==> config.mk <==
export PLATFORM = sky130hd
export DESIGN_NAME = pipeline_hazard_controller_flat
export DESIGN_NICKNAME = d
export VERILOG_FILES = /design/src/rtl/pipeline_hazard_controller_if.sv /design/src/rtl/pipeline_hazard_controller.sv /design/src/flat_wrapper.sv
export SDC_FILE = /design/constraint.sdc
export NUM_CORES = 1
export LEC_CHECK = 0
export CORE_MARGIN = 10
export CORE_UTILIZATION = 32
export DETAILED_ROUTE_END_ITERATION = 10
export PLACE_DENSITY = 0.9
export SYNTH_ARGS = -nofsm -noshare
export SYNTH_HDL_FRONTEND = slang
export SYNTH_SLANG_ARGS = --single-unit
export TNS_END_PERCENT = 30
==> constraint.sdc <==
create_clock -name clk -period 3 [get_ports clk]
set_input_delay 0.45 -clock clk [delete_from_list [all_inputs] [get_ports clk]]
set_output_delay 0.45 -clock clk [all_outputs]
set_load 0.01 [all_outputs]
==> src/rtl/pipeline_hazard_controller_if.sv <==
// Hazard controller port bundle: ID/EX observation, MDU and memory handshakes in,
// per-stage stall/flush/redirect controls out.
interface pipeline_hazard_controller_if;
    logic [4:0]  id_rs1_addr;
    logic [4:0]  id_rs2_addr;
    logic        id_rs1_valid;
    logic        id_rs2_valid;
    logic [6:0]  ex_opcode;
    logic [4:0]  ex_rd_addr;
    logic        ex_mdu_op;
    logic        ex_jump_signal;
    logic [31:0] ex_jump_addr;
    logic        mdu_done;
    logic        mem_stall;
    logic        pc_redirect;
    logic [31:0] pc_redirect_addr;
    logic        pc_stall;
    logic        if_id_stall;
    logic        id_ex_stall;
    logic        if_id_flush;
    logic        id_ex_flush;
    logic        ex_mem_bubble;
    logic        mdu_start;
    logic        mdu_error;
    logic        busy;

    modport master (
        output id_rs1_addr, id_rs2_addr, id_rs1_valid, id_rs2_valid,
               ex_opcode, ex_rd_addr, ex_mdu_op, ex_jump_signal, ex_jump_addr,
               mdu_done, mem_stall,
        input  pc_redirect, pc_redirect_addr, pc_stall, if_id_stall, id_ex_stall,
               if_id_flush, id_ex_flush, ex_mem_bubble, mdu_start, mdu_error, busy
    );

    modport slave (
        input  id_rs1_addr, id_rs2_addr, id_rs1_valid, id_rs2_valid,
               ex_opcode, ex_rd_addr, ex_mdu_op, ex_jump_signal, ex_jump_addr,
               mdu_done, mem_stall,
        output pc_redirect, pc_redirect_addr, pc_stall, if_id_stall, id_ex_stall,
               if_id_flush, id_ex_flush, ex_mem_bubble, mdu_start, mdu_error, busy
    );
endinterface

==> src/rtl/pipeline_hazard_controller.sv <==
// 5-stage core hazard controller: load-use bubbles, EX branch redirect, memory
// freeze and the RUN/MDU_WAIT sequencer that holds the pipe during multi-cycle MDU ops.
module pipeline_hazard_controller #(
    parameter int MDU_TIMEOUT = 64
) (
    input logic clk,
    input logic rst,
    pipeline_hazard_controller_if.slave hz
);
    localparam logic [6:0] OP_LOAD = 7'b0000011;
    localparam logic [7:0] CNT_MAX = 8'hff;
    localparam logic [7:0] CNT_TO  = 8'(MDU_TIMEOUT - 1);

    typedef enum logic {RUN, MDU_WAIT} state_t;

    state_t     state;
    logic [7:0] cnt;
    logic       done_seen;
    logic       err_q;

    logic load_use;
    logic timed_out;
    logic got_done;
    logic rel;

    assign load_use = (hz.ex_opcode == OP_LOAD) && (hz.ex_rd_addr != 5'd0) &&
                      ((hz.id_rs1_valid && (hz.id_rs1_addr == hz.ex_rd_addr)) ||
                       (hz.id_rs2_valid && (hz.id_rs2_addr == hz.ex_rd_addr)));

    // >= so a mem_stall spanning the timeout cycle cannot leave the wait stuck
    assign timed_out = (cnt >= CNT_TO);
    assign got_done  = hz.mdu_done || done_seen;
    assign rel       = (got_done || timed_out) && !hz.mem_stall;

    always_ff @(posedge clk) begin
        if (rst) begin
            state     <= RUN;
            cnt       <= 8'd0;
            done_seen <= 1'b0;
            err_q     <= 1'b0;
        end else begin
            case (state)
                RUN: begin
                    if (!hz.mem_stall && !hz.ex_jump_signal && hz.ex_mdu_op) begin
                        state     <= MDU_WAIT;
                        cnt       <= 8'd0;
                        done_seen <= 1'b0;
                    end
                end
                MDU_WAIT: begin
                    if (cnt != CNT_MAX) cnt <= cnt + 8'd1;
                    if (rel) begin
                        state     <= RUN;
                        done_seen <= 1'b0;
                        if (!got_done) err_q <= 1'b1;
                    end else if (hz.mdu_done) begin
                        done_seen <= 1'b1;
                    end
                end
                default: state <= RUN;
            endcase
        end
    end

    always_comb begin
        hz.pc_redirect      = 1'b0;
        hz.pc_redirect_addr = 32'd0;
        hz.pc_stall         = 1'b0;
        hz.if_id_stall      = 1'b0;
        hz.id_ex_stall      = 1'b0;
        hz.if_id_flush      = 1'b0;
        hz.id_ex_flush      = 1'b0;
        hz.ex_mem_bubble    = 1'b0;
        hz.mdu_start        = 1'b0;
        hz.mdu_error        = 1'b0;
        hz.busy             = 1'b0;
        if (!rst) begin
            hz.mdu_error = err_q;
            hz.busy      = (state == MDU_WAIT);
            case (state)
                RUN: begin
                    if (hz.mem_stall) begin
                        // EX/MEM freezes through its own mem_stall enable
                        hz.pc_stall    = 1'b1;
                        hz.if_id_stall = 1'b1;
                        hz.id_ex_stall = 1'b1;
                    end else if (hz.ex_jump_signal) begin
                        hz.pc_redirect      = 1'b1;
                        hz.pc_redirect_addr = hz.ex_jump_addr;
                        hz.if_id_flush      = 1'b1;
                        hz.id_ex_flush      = 1'b1;
                    end else if (hz.ex_mdu_op) begin
                        hz.mdu_start     = 1'b1;
                        hz.pc_stall      = 1'b1;
                        hz.if_id_stall   = 1'b1;
                        hz.id_ex_stall   = 1'b1;
                        hz.ex_mem_bubble = 1'b1;
                    end else if (load_use) begin
                        hz.pc_stall    = 1'b1;
                        hz.if_id_stall = 1'b1;
                        hz.id_ex_flush = 1'b1;
                    end
                end
                MDU_WAIT: begin
                    if (!rel) begin
                        hz.pc_stall      = 1'b1;
                        hz.if_id_stall   = 1'b1;
                        hz.id_ex_stall   = 1'b1;
                        hz.ex_mem_bubble = 1'b1;
                    end
                end
                default: ;
            endcase
        end
    end
endmodule

==> src/flat_wrapper.sv <==
// flat-port wrapper written by rule: the top's interface ports become plain ports
module pipeline_hazard_controller_flat 
#(
    parameter int MDU_TIMEOUT = 64
)
  (clk, rst, hz_id_rs1_addr, hz_id_rs2_addr, hz_id_rs1_valid, hz_id_rs2_valid, hz_ex_opcode, hz_ex_rd_addr, hz_ex_mdu_op, hz_ex_jump_signal, hz_ex_jump_addr, hz_mdu_done, hz_mem_stall, hz_pc_redirect, hz_pc_redirect_addr, hz_pc_stall, hz_if_id_stall, hz_id_ex_stall, hz_if_id_flush, hz_id_ex_flush, hz_ex_mem_bubble, hz_mdu_start, hz_mdu_error, hz_busy);
  pipeline_hazard_controller_if hz_i ();
  input logic clk;
  input logic rst;
  input wire logic [$bits(hz_i.id_rs1_addr)-1:0] hz_id_rs1_addr;
  input wire logic [$bits(hz_i.id_rs2_addr)-1:0] hz_id_rs2_addr;
  input wire logic [$bits(hz_i.id_rs1_valid)-1:0] hz_id_rs1_valid;
  input wire logic [$bits(hz_i.id_rs2_valid)-1:0] hz_id_rs2_valid;
  input wire logic [$bits(hz_i.ex_opcode)-1:0] hz_ex_opcode;
  input wire logic [$bits(hz_i.ex_rd_addr)-1:0] hz_ex_rd_addr;
  input wire logic [$bits(hz_i.ex_mdu_op)-1:0] hz_ex_mdu_op;
  input wire logic [$bits(hz_i.ex_jump_signal)-1:0] hz_ex_jump_signal;
  input wire logic [$bits(hz_i.ex_jump_addr)-1:0] hz_ex_jump_addr;
  input wire logic [$bits(hz_i.mdu_done)-1:0] hz_mdu_done;
  input wire logic [$bits(hz_i.mem_stall)-1:0] hz_mem_stall;
  output wire logic [$bits(hz_i.pc_redirect)-1:0] hz_pc_redirect;
  output wire logic [$bits(hz_i.pc_redirect_addr)-1:0] hz_pc_redirect_addr;
  output wire logic [$bits(hz_i.pc_stall)-1:0] hz_pc_stall;
  output wire logic [$bits(hz_i.if_id_stall)-1:0] hz_if_id_stall;
  output wire logic [$bits(hz_i.id_ex_stall)-1:0] hz_id_ex_stall;
  output wire logic [$bits(hz_i.if_id_flush)-1:0] hz_if_id_flush;
  output wire logic [$bits(hz_i.id_ex_flush)-1:0] hz_id_ex_flush;
  output wire logic [$bits(hz_i.ex_mem_bubble)-1:0] hz_ex_mem_bubble;
  output wire logic [$bits(hz_i.mdu_start)-1:0] hz_mdu_start;
  output wire logic [$bits(hz_i.mdu_error)-1:0] hz_mdu_error;
  output wire logic [$bits(hz_i.busy)-1:0] hz_busy;
  assign hz_i.id_rs1_addr = hz_id_rs1_addr;
  assign hz_i.id_rs2_addr = hz_id_rs2_addr;
  assign hz_i.id_rs1_valid = hz_id_rs1_valid;
  assign hz_i.id_rs2_valid = hz_id_rs2_valid;
  assign hz_i.ex_opcode = hz_ex_opcode;
  assign hz_i.ex_rd_addr = hz_ex_rd_addr;
  assign hz_i.ex_mdu_op = hz_ex_mdu_op;
  assign hz_i.ex_jump_signal = hz_ex_jump_signal;
  assign hz_i.ex_jump_addr = hz_ex_jump_addr;
  assign hz_i.mdu_done = hz_mdu_done;
  assign hz_i.mem_stall = hz_mem_stall;
  assign hz_pc_redirect = hz_i.pc_redirect;
  assign hz_pc_redirect_addr = hz_i.pc_redirect_addr;
  assign hz_pc_stall = hz_i.pc_stall;
  assign hz_if_id_stall = hz_i.if_id_stall;
  assign hz_id_ex_stall = hz_i.id_ex_stall;
  assign hz_if_id_flush = hz_i.if_id_flush;
  assign hz_id_ex_flush = hz_i.id_ex_flush;
  assign hz_ex_mem_bubble = hz_i.ex_mem_bubble;
  assign hz_mdu_start = hz_i.mdu_start;
  assign hz_mdu_error = hz_i.mdu_error;
  assign hz_busy = hz_i.busy;
  pipeline_hazard_controller #(.MDU_TIMEOUT(MDU_TIMEOUT)) u_core (.clk(clk), .rst(rst), .hz(hz_i));
endmodule
== Yosys cells after proc, flatten, opt, wreduce, memory -nomap -nowiden ==
Index checks and enable logic that the tools add are counted.

* Input bits: 62
* Register bits after elaboration: 11
* Output and inout port bits: 42

* Reductions and logical operators: 16
* Add/subtract/negate cells: 1
* Equality and inequality tests: 7
* Order comparisons: 1
* Bitwise logic cells: 2
* Mux-type cells: 41

{| class="wikitable"
|+ Operators with widths
! kind !! number
|-
| 2-to-1 mux 32 bit || 4
|-
| 2-to-1 mux 1 bit || 29
|-
| 2-to-1 mux 8 bit || 2
|-
| one-hot mux 8 bit (2 select lines) || 1
|-
| == test 5 bit || 2
|-
| one-hot mux 1 bit (2 select lines) || 5
|-
| adder 8 x 1 -> 8 bit (second input constant) || 1
|-
| >= comparator 8 x 6 -> 1 bit (second input constant) || 1
|-
| != test 8 bit (second input constant) || 1
|-
| == test 7 x 2 -> 1 bit (second input constant) || 1
|-
| logical AND 1 bit || 7
|-
| nonzero test 5 bit || 1
|-
| AND reduction 2 bit || 2
|-
| logical OR 1 bit || 3
|-
| != test 3 bit (second input constant) || 1
|-
| AND reduction 3 bit || 1
|-
| zero test 1 bit || 2
|-
| != test 2 x 1 -> 1 bit (second input constant) || 1
|-
| != test 2 bit (second input constant) || 1
|-
| inverter 1 bit || 2
|}

== Longest topological paths before layout ==
* Depth in word-level cells: 10
* Gate-level depth with buffers: 6
* Depth with buffers taken out: 5

== Worst setup path after synthesis ==
No wires, ideal clock.

* Path kind: input -> output
* Start: in hz_ex_opcode[5]
* End: out hz_pc_stall
* Arrival: 1.659 ns
* Data required time: 2.550 ns
* Stages on the path: 5
* Path buffers: 1
* Slack: 0.891 ns
* Cells stage by stage: nor4b_1 -> o211ai_1 -> a2111o_1 -> o21bai_1 -> buf_4

* Longest elaborated chain between the ends: 9

{| class="wikitable"
|+ RTL lines
! item !! line !! RTL
|-
| start: declaration || flat_wrapper.sv:14 || <nowiki>input wire logic [$bits(hz_i.ex_opcode)-1:0] hz_ex_opcode;</nowiki>
|-
| == test 7 x 2 -> 1 bit || pipeline_hazard_controller.sv:26 || <nowiki>assign load_use = (hz.ex_opcode == OP_LOAD) && (hz.ex_rd_addr != 5'd0) &&</nowiki>
|-
| logical AND 1 bit (2 in a row) || pipeline_hazard_controller.sv:26 ||
|-
| 2-to-1 mux 1 bit (4 in a row) || -- ||
|-
| one-hot mux 1 bit (2 select lines) || -- ||
|-
| 2-to-1 mux 1 bit || -- ||
|-
| end: declaration || flat_wrapper.sv:23 || <nowiki>output wire logic [$bits(hz_i.pc_stall)-1:0] hz_pc_stall;</nowiki>
|}

No other way between the ends.

== Worst setup path in the final report ==
* Start: in hz_ex_rd_addr[0]
* End: out hz_id_ex_flush

* Longest elaborated chain between the ends: 10

{| class="wikitable"
|+ RTL lines
! item !! line !! RTL
|-
| start: declaration || flat_wrapper.sv:15 || <nowiki>input wire logic [$bits(hz_i.ex_rd_addr)-1:0] hz_ex_rd_addr;</nowiki>
|-
| == test 5 bit, on equally long branches || pipeline_hazard_controller.sv:27, pipeline_hazard_controller.sv:28 ||
|-
| logical AND 1 bit, on equally long branches || pipeline_hazard_controller.sv:27, pipeline_hazard_controller.sv:28 ||
|-
| logical OR 1 bit || pipeline_hazard_controller.sv:27 || <nowiki>((hz.id_rs1_valid && (hz.id_rs1_addr == hz.ex_rd_addr)) ||</nowiki>
|-
| logical AND 1 bit (*) || pipeline_hazard_controller.sv:26 ||
|-
| 2-to-1 mux 1 bit (*) || pipeline_hazard_controller.sv:98 || <nowiki>end else if (load_use) begin</nowiki>
|-
| 2-to-1 mux 1 bit (*) || pipeline_hazard_controller.sv:92 || <nowiki>end else if (hz.ex_mdu_op) begin</nowiki>
|-
| 2-to-1 mux 1 bit (*) || pipeline_hazard_controller.sv:87 || <nowiki>end else if (hz.ex_jump_signal) begin</nowiki>
|-
| 2-to-1 mux 1 bit (*) || pipeline_hazard_controller.sv:82 || <nowiki>if (hz.mem_stall) begin</nowiki>
|-
| 2-to-1 mux 1 bit (*) || pipeline_hazard_controller.sv:80 || <nowiki>case (state)</nowiki>
|-
| 2-to-1 mux 1 bit (*) || pipeline_hazard_controller.sv:77 || <nowiki>if (!rst) begin</nowiki>
|-
| end: declaration || flat_wrapper.sv:27 || <nowiki>output wire logic [$bits(hz_i.id_ex_flush)-1:0] hz_id_ex_flush;</nowiki>
|}

Mark *: on every way between the ends. The rest lies on a longest branch, timed or not.

==> reports/qor.yml <==
outcome: "complete, no violations"
synth_nets: 199
drv_slew: 0
cp-start-kind: "primary input"
synth_common_cells: "32 x and3_1, 11 x dfxtp_1, 9 x clkbuf_1, 8 x xor2_1, 7 x a21oi_1"
yosys.area.top_type: "dfxtp_1"
synthAdderAreaFrac: 0.0119
cts_resized: 0
postRouteWirelength_um: 4860
synth_mux_area_frac: 0.0107
critPathKind: "in -> out"
ir_worst_vdd_uv: 90.6
ctsRootBufferMaster: "clkbuf_4"
ant_nets: 0
min_period_ns: 2.85
track_usage: 0.155
die_w_um: 77.3
arrival_ns: 2.40
synth_compound_area_frac: 0.182
core_area_sq_um: 3100
yosysTopAreaCellShare: 0.210
synth-seq-cells: 11
postSynthCellCount: 136
synth-simple-area-share: 0.438
antennaDiodeCount: 0
dp_cells: 275
rows: 20
synth_area_leaders: "dfxtp_1 21%, and3_1 19%, xor2_1 6.7%, a21oi_1 3.3%, clkbuf_1 3.2%"
worst_slack_ns: 0.152
dieArea_sq_um: 5980
io_pins: 104
cts_hold_buffers: 0
synth_ff_type: "dfxtp_1"
clock_latency_ns: 0.26
clkSinkCount: 11
power.density_nw_per_um2: 205
vias: 1437
final_area_sq_um: 2150
path_clk_slew_ns: 0.07
synth_cell_types: 45
min_period_over_period: 0.949
port_buffers: 103
multiInputGateArea_sq_um: 763
regArea_sq_um: 220
cp-end-kind: "output port"
avgSynthCellArea_sq_um: 7.73
yosysMostFrequentCell: "and3_1"
hold_viol: 0
drive_above_1_share: 0.0638
seq_area_frac_synth: 0.210
worst_slew_pin_slew_ns: 0.671
viasPerCell: 5.15
hpwlAfterDp_um: 4200
critical_path.max_fanout: 3
clockBufferDepth: 2
synth_edf_count: 0
post_cts_buffers: 0
synth_top_family_by_area: "simple AND/OR/NAND/NOR gates"
htreeDepth: 1
syn_area_sq_um: 1050
yosysWarnings: 0
relSlewSlack: 0.550
die_y_um: 77.3
async_flop_share: 0
post-place-ws_ns: 0.0133
required_ns: 2.55
grt_max_degree: 34
first_global_vias: 1518
hp-class: "reg -> reg"
maxCapViolCount: 0
fin_nets: 299
drc: 0
placed_area_sq_um: 2120
leakage_uw: 0.000882
avgRoutedWirePerCell_um: 17.4
drtPass1Iterations: 6
max_freq_ghz: 0.351
tns_ns: 0
areaGrowthSynthToFinish_pct: 105
first_iter_violations: 110
fill_cells: 267
routabilityCongestion: 0.785
grt_first_pass_wirelength_um: 7590
grt.overflow.total: 0
rsz0062_at_grt: "false"
skew_ns: 0.00202
cts_tree: "built"
antenna_found_initial: 0
cts_buffers: 3
initial_core_util: 0.339
setup_viol_count_final: 0
synth_xor_area_frac: 0.0833
layoutNonFillerInstCount: 279
==> stage by stage <==
| step | utilization | power, uW | hold slack (ns) |
|---|---|---|---|
| finish | 0.693 | 441 | 0.521 |
| floorplan | - | 216 | 0.477 |
| global placement | 0.683 | 343 | 0.493 |
| global route | 0.693 | 470 | 0.530 |
| CTS | 0.692 | 446 | 0.514 |
| detailed placement | 0.683 | 347 | 0.499 |
==> cells in the final DEF, fill, tap and decap left out, types with 3 or more instances in the layout <==
| cell | n |
|---|---|
| o21ai_0 | 3 |
| clkdlybuf4s50_1 | 101 |
| o21bai_1 | 4 |
| and3_1 | 32 |
| dfxtp_1 | 11 |
| nand2_1 | 3 |
| clkbuf_4 | 3 |
| a21oi_1 | 7 |
| nor3_1 | 3 |
| buf_4 | 3 |
| nor2_1 | 4 |
| xor2_1 | 8 |
| nand3_1 | 5 |
| nand2b_1 | 4 |
==> kinds of logic after synthesis <==
logic type | after synthesis
buf+inv | 14
compound gates | 27
simple gates | 72
xor+xnor | 10
flops | 11
fa+ha+maj | 1
mux | 1
==> power by group <==
part / internal (uW) / total (uW) / switching [uW]
Sequential: 148 / 152 / 3.96
Clock: 51.4 / 99.7 / 48.3
Combinational: 125 / 190 / 65.2
Total: 324 / 441 / 117
==> final cells by class <==
type                       instances  area share
inverter                           2     0.00349
timing repair buffer             107       0.501
tap                               44      0.0256
multi-input combinational        111       0.355
sequential                        11       0.102
clock buffer                       4      0.0122
==> final timing paths <==
path | slack [ns] | startpoint | end | cells past startpoint
worst max-delay path | 0.15 | hz_ex_rd_addr[0] | hz_id_ex_flush | 6
worst min-delay path | 0.52 | u_core.cnt[5] | u_core.cnt[5] | 2
worst max register to register | 1.02 | u_core.cnt[0] | u_core.cnt[0] | 5
worst min register to register | 0.52 | u_core.cnt[5] | u_core.cnt[5] | 2
==> routing by layer <==
layer  vias to the layer above  wire length (um)  track usage
li1                        704                 -            -
met1                       650              1650        0.143
met2                        77              2400        0.273
met3                         6               763        0.110
met4                         0                48       0.0347
met5                         -                 0            0
==> state kept, by name, indices dropped and copies added (netlist names) <==
signal,flops
u_core.err_q,1
u_core.cnt,8
u_core.state,1
u_core.done_seen,1
==> worst max-delay path, cell delays in order <==
cell	delay, ns
clkdlybuf4s50_1	0.46
or4_1	0.55
o211ai_1	0.22
or3b_1	0.16
o21bai_1	0.06
clkdlybuf4s50_1	0.50
No activity file was read; power rests on OpenSTA's default activity.
